<file path="src/rtl/product_accumulator.sv">
// Frame-based accumulator for unsigned multiplier products: sums COUNT accepted
// products per frame and holds the total (with sticky carry-out flag) until taken.
module product_accumulator #(
    parameter int PROD_W = 32,
    parameter int ACC_W  = 40,
    parameter int COUNT  = 4,
    parameter int CNT_W  = 8
) (
    input  logic              clk,
    input  logic              rst,
    input  logic              clr,
    input  logic              in_valid,
    output logic              in_ready,
    input  logic [PROD_W-1:0] in_prod,
    output logic              out_valid,
    input  logic              out_ready,
    output logic [ACC_W-1:0]  out_sum,
    output logic              out_ovf
);

    // state  | meaning
    // IDLE   | no partial sum, cnt == 0
    // ACC    | 1..COUNT-1 products summed
    // HOLD   | completed frame presented on the output port
    localparam logic [1:0] S_IDLE = 2'd0;
    localparam logic [1:0] S_ACC  = 2'd1;
    localparam logic [1:0] S_HOLD = 2'd2;

    localparam logic [CNT_W-1:0] CNT_LAST = CNT_W'(COUNT - 1);

    logic [1:0]       state_q, state_d;
    logic [ACC_W-1:0] acc_q, acc_d;
    logic [CNT_W-1:0] cnt_q, cnt_d;
    logic             flag_q, flag_d;
    logic             out_valid_q, out_valid_d;
    logic [ACC_W-1:0] out_sum_q, out_sum_d;
    logic             out_ovf_q, out_ovf_d;

    logic             accept;
    logic [ACC_W-1:0] acc_base;
    logic             flag_base;
    logic [ACC_W:0]   sum_ext;

    always_comb begin
        accept    = in_valid && (state_q != S_HOLD) && !clr;
        // IDLE starts a fresh frame regardless of any stale accumulator contents
        acc_base  = (state_q == S_IDLE) ? '0 : acc_q;
        flag_base = (state_q == S_IDLE) ? 1'b0 : flag_q;
        sum_ext   = {1'b0, acc_base} + {{(ACC_W + 1 - PROD_W){1'b0}}, in_prod};

        state_d     = state_q;
        acc_d       = acc_q;
        cnt_d       = cnt_q;
        flag_d      = flag_q;
        out_valid_d = out_valid_q;
        out_sum_d   = out_sum_q;
        out_ovf_d   = out_ovf_q;

        if (clr) begin
            state_d     = S_IDLE;
            acc_d       = '0;
            cnt_d       = '0;
            flag_d      = 1'b0;
            out_valid_d = 1'b0;
        end else if (state_q == S_HOLD) begin
            if (out_ready) begin
                state_d     = S_IDLE;
                acc_d       = '0;
                flag_d      = 1'b0;
                out_valid_d = 1'b0;
            end
        end else if (accept) begin
            if (cnt_q == CNT_LAST) begin
                out_sum_d   = sum_ext[ACC_W-1:0];
                out_ovf_d   = flag_base | sum_ext[ACC_W];
                out_valid_d = 1'b1;
                cnt_d       = '0;
                acc_d       = '0;
                flag_d      = 1'b0;
                state_d     = S_HOLD;
            end else begin
                acc_d   = sum_ext[ACC_W-1:0];
                flag_d  = flag_base | sum_ext[ACC_W];
                cnt_d   = cnt_q + 1'b1;
                state_d = S_ACC;
            end
        end
    end

    always_ff @(posedge clk or posedge rst) begin
        if (rst) begin
            state_q     <= S_IDLE;
            acc_q       <= '0;
            cnt_q       <= '0;
            flag_q      <= 1'b0;
            out_valid_q <= 1'b0;
            out_sum_q   <= '0;
            out_ovf_q   <= 1'b0;
        end else begin
            state_q     <= state_d;
            acc_q       <= acc_d;
            cnt_q       <= cnt_d;
            flag_q      <= flag_d;
            out_valid_q <= out_valid_d;
            out_sum_q   <= out_sum_d;
            out_ovf_q   <= out_ovf_d;
        end
    end

    assign in_ready  = (state_q != S_HOLD);
    assign out_valid = out_valid_q;
    assign out_sum   = out_sum_q;
    assign out_ovf   = out_ovf_q;

endmodule

</file>
<file path="config.mk">
export PLATFORM = sky130hd
export DESIGN_NAME = product_accumulator
export DESIGN_NICKNAME = d
export VERILOG_FILES = /design/src/rtl/product_accumulator.sv
export SDC_FILE = /design/constraint.sdc
export NUM_CORES = 1
export LEC_CHECK = 0
export CORE_AREA = 10 10 171 133
export CTS_BUF_LIST = sky130_fd_sc_hd__clkbuf_2 sky130_fd_sc_hd__clkbuf_4 sky130_fd_sc_hd__clkbuf_8
export DETAILED_ROUTE_END_ITERATION = 10
export DIE_AREA = 0 0 181 143
export PLACE_DENSITY = 0.59
export SYNTH_ARGS = -nofsm -noshare
export SYNTH_HDL_FRONTEND = slang
export SYNTH_SLANG_ARGS = --single-unit
</file>
<file path="constraint.sdc">
create_clock -name clk -period 4.8 [get_ports clk]
set_clock_uncertainty 0.05 [all_clocks]
set_input_delay 0.48 -clock clk [delete_from_list [all_inputs] [get_ports clk]]
set_output_delay 0.48 -clock clk [all_outputs]
set_load 0.02 [all_outputs]
</file>
Word level (Yosys, flattened, before mapping)
Index checks and enable logic that the tools add are counted.
Widths: inputs -> output; s select.

operators by class
  add/sub/neg operators = 2
  equal/unequal tests = 5
  mux-type cells = 25
  bitwise logic cells = 3
  reduce and logical (&&, ||, !) cells = 11

operators by type and width
  cell                 number
  $mux 40              6
  $add 40x32->41       1
  $mux 8               4
  $mux 1               10
  $mux 2               5
  $add 8x1->8 const B  1
  $eq 8x2->1 const B   1
  $reduce_bool 3->1    2
  $ne 2x2->1 const B   2
  $reduce_and 2->1     2
  $reduce_and 4->1     1
  $ne 3x3->1 const B   1
  $reduce_and 3->1     1
  $eq 2x2->1 const B   1
  $logic_and 1x1->1    2
  $logic_not 2->1      1
  $not 1->1            2
  $reduce_bool 2->1    1
  $logic_not 1->1      1
  $or 1x1->1           1

storage, ports and cells
  bits in registers = 93
  input bits = 37
  logic and storage cells = 53

Logic depth before layout (Yosys ltp)
  word-level depth = 8
  mapped depth = 17
  gate-level depth less buffers = 14

Least setup slack after synthesis
No wires, ideal clock.

  path type = reg-to-reg
  start = register state_q[1]
  end = register out_sum_q[36], in the netlist out_sum[36]
  setup time = 0.137 ns
  arrival = 3.375 ns
  required time = 4.613 ns
  setup slack = 1.238 ns
  stages on the path, launching flop included = 18
  path buffers = 3
  period minus slack after synthesis = 3.562 ns
  path through = dfrtp_1 or2_2 clkbuf_1 clkbuf_1 clkbuf_1 and2_1 ha_1 inv_1 fa_1 nand2b_1 a21oi_2 o2111ai_2 a211oi_2 o21ba_2 a21oi_4 nor3_1 xor2_1 a21oi_1

on the way
  cells in the longest elaborated chain, start to end = 4
  elaborated cells on any way between the ends = 9

ends and longest elaborated chain
  what                                                    line  source
  from (decl)                                             31    logic [1:0] state_q, state_d;
  from (signal assigned)                                  100   state_q <= state_d;
  branches (longest 4 deep; another with $add 40x32->41)  --
  to (signal assigned)                                    105   out_sum_q <= out_sum_d;
  to (decl)                                               36    logic [ACC_W-1:0] out_sum_q, out_sum_d;

Several ways; the timed one is not identified.
A chain may end at the register's enable or synchronous reset.

Final worst setup path
Ends and elaborated chain as after synthesis.

==> flow_summary.yaml <==
status:
  status: "completed"
placement:
  dp_hpwl_um: 11400
  io_buffers: 79
  gp_congestion: 0.855
critical_path:
  start_kind: "register"
  required_ns: 4.97
  cp_cell_sequence: "or2_2 > and2_1 > ha_1 > inv_1 > fa_1 > nand2b_1 > a21oi_2 > o2111ai_2 > a211oi_2 > o21ba_2 > a21oi_4 > nor3_1 > xor2_1 > a21oi_1"
  path_class: "reg2reg"
  worstSetupEndpointType: "register"
  slowest_stage: "or2_2"
  startpoint: "state_q[1]"
  cpPeakStageDelay_ns: 0.64
  timing.rr.start: "state_q[1]"
  critical_path.max_fanout: 43
  crit_arrival_ns: 4.03
routing:
  drt_drc_violations_left: 0
  wire_per_inst_um: 16.0
  drt-total-wl_um: 15400
  antenna_left: 0
  wl_met3_um: 860
  dr_total_vias: 4774
  drt-initial-drc-count: 333
  vias_per_cell: 4.96
  top_layer: "met4"
  wl_met1_um: 8290
  first_pass_iters: 5
  dr_wl_met2_um: 6140
floorplanning:
  coreArea_mm2: 0.0192
  dieArea_mm2: 0.0259
  start_util: 0.297
  num_rows: 44
  dieWidth_um: 181
  pin_count: 80
  die_h_um: 143
timing:
  max_freq_mhz: 259
  setup_violations: 0
  grt_setup_unrepaired: "no"
  slew_viol_final: 0
  tightestPinTransition_ns: 1.12
  tns_ns: 0
  holdWs_ns: 0.432
  relSlewSlack: 0.254
  fin_crit_sh: 0.803
  fin_crit_ns: 3.86
  hold_viol: 0
clock_network:
  h-tree-depth: 3
  worstSkewPairLatency_ns: 0.38
  post-cts-setup-buffers: 0
  cts-root-buf: "clkbuf_8"
  tritoncts: "yes"
  cts_buffers: 9
  cts_resized: 0
  clkSinkCount: 93
  cts_hold_buffers: 0
  clkSlewWorstSetupHoldPaths_ns: 0.09
  clockBufferDepth: 2
grt:
  grt_pass1_wl_um: 25500
  antenna_found_initial: 0
  grt_max_degree: 58
  grt_pass1_vias: 4684
  grt_overflow_total: 0
  grtUsageTotal: 0.121
job:
  drv_cap: 0
yosys:
  synth_area_mm2: 0.00571
  ys_ff_latch: 93
  synth_edf_count: 0
  synth-main-ff-cell: "dfrtp_1"
  ys_warn_count: 0
  async_reset_ff_frac: 1.00
  syn_inst: 640
  syn_nets: 711
  synth_seq_area_share: 0.408
  syn_area_per_cell_um2: 8.92
  ys_types: 54
pwr:
  ir_drop_mv: 0.172
  powerDensity_mw_per_mm2: 307
  p_leak_uw: 0.00324
cells_and_area:
  syn2layout_area_growth_pct: 22.0
  drive_above_1_share: 0.0663
  n_antenna_cell: 0
  fin_nets: 775
  final_util: 0.363
hold_path:
  hp-start: "out_sum[27]"
  min_path_type: "reg2reg"
[final timing paths]
kind	endpoint	slack, ns	cells after the start
min in group asynchronous	cnt_q[2]	0.51	2
worst max-delay path	out_sum[36]	0.94	14
worst min-delay path	out_sum[27]	0.43	2
max in group asynchronous	acc_q[20]	3.22	3
worst min register to register	out_sum[27]	0.43	2
worst max register to register	out_sum[36]	0.94	14
[cells by family (layout without fill, tap and decap cells)]
family | after synthesis | in the layout | synth area share
DFF | 93 | 93 | 0.408
AOI/OAI and AO/OA | 162 | 162 | 0.195
and+or+nand+nor | 259 | 259 | 0.212
muxes | 7 | 7 | 0.0138
xor gates and xnor gates | 41 | 41 | 0.0629
buffers and inverters | 44 | 113 | 0.0331
adders and majority gates | 34 | 34 | 0.0758
[per-stage QoR]
step	power (uW)	cells	worst slack (ns)	cell area, um^2
6_report	2140	962	0.945	6970
5_1_grt	2270	962	0.632	6970
4_1_cts	2170	962	0.929	6970
3_5_place_dp	1520	946	0.976	6720
3_3_place_gp	1520	946	1.08	6720
2_1_floorplan	1270	640	1.24	5710
[cell usage in the layout, fill, tap and decap left out, types with 5 or more instances in the layout]
cell type,netlist,layout
nand2_1,127,127
dfrtp_1,93,93
clkdlybuf4s50_1,0,79
a21oi_1,45,45
nor2_1,35,34
ha_1,33,33
o21ai_0,31,31
and2_1,31,31
a22o_1,28,28
xnor2_1,22,22
nand3_1,19,19
xor2_1,19,19
a21o_1,14,14
inv_1,13,12
clkbuf_8,0,9
a31oi_1,8,8
and3_1,7,7
nand2b_1,7,7
nor3_1,8,7
mux2_2,7,7
nor2b_1,6,6
nand4_1,6,6
a211o_1,5,5
buf_4,0,5
[report_power, final]
part           leakage [uW]  switching (uW)  internal [uW]
Clock              0.000120             291            352
Combinational       0.00186             317            256
Sequential          0.00126            50.7            874
[worst max-delay path, delay by kind of cell, from the launching register on]
kind            cells  cell delay, ns
compound gates      6            1.03
simple gates        4            1.44
fa+ha+maj           2            0.54
flops               1            0.39
xor+xnor            1            0.18
buf+inv             1            0.05
[final cells by class]
type | count | area [um^2]
clock buffers | 10 | 131
fillers | 1975 | 12200
multi-input cells | 503 | 3200
flip-flops and latches | 93 | 2330
well taps | 253 | 317
repair buffers | 84 | 828
inverters | 13 | 51.3
clock inverters | 6 | 111
[cell usage after synthesis (all sizes together) (5+ instances only)]
library cell | count | area, um^2
nor3 | 8 | 40.0
a21oi | 49 | 275
a211o | 5 | 43.8
and3 | 7 | 43.8
inv | 13 | 48.8
nor2b | 6 | 37.5
nand4 | 6 | 37.5
ha | 33 | 413
a31oi | 8 | 50.1
dfrtp | 93 | 2330
o21ai | 36 | 184
nand3 | 19 | 95.1
buf | 5 | 42.5
a21o | 14 | 105
mux2 | 7 | 78.8
and2 | 31 | 194
clkbuf | 26 | 97.6
nand2b | 7 | 43.8
a22o | 28 | 245
nand2 | 127 | 477
nor2 | 35 | 131
xnor2 | 22 | 193
xor2 | 19 | 166
[per-layer routing]
layer,GRT usage,vias up
met5,0,-
met4,0.0282,0
met1,0.174,2303
met3,0.0374,12
met2,0.170,97
li1,-,2362
[sequential cells by signal (all words and copies together), names as in the netlist]
signal     count
state_q        2
out_sum       40
acc_q         40
flag_q         1
out_ovf        1
cnt_q          8
out_valid      1
Power figures use the tool's default switching activity.
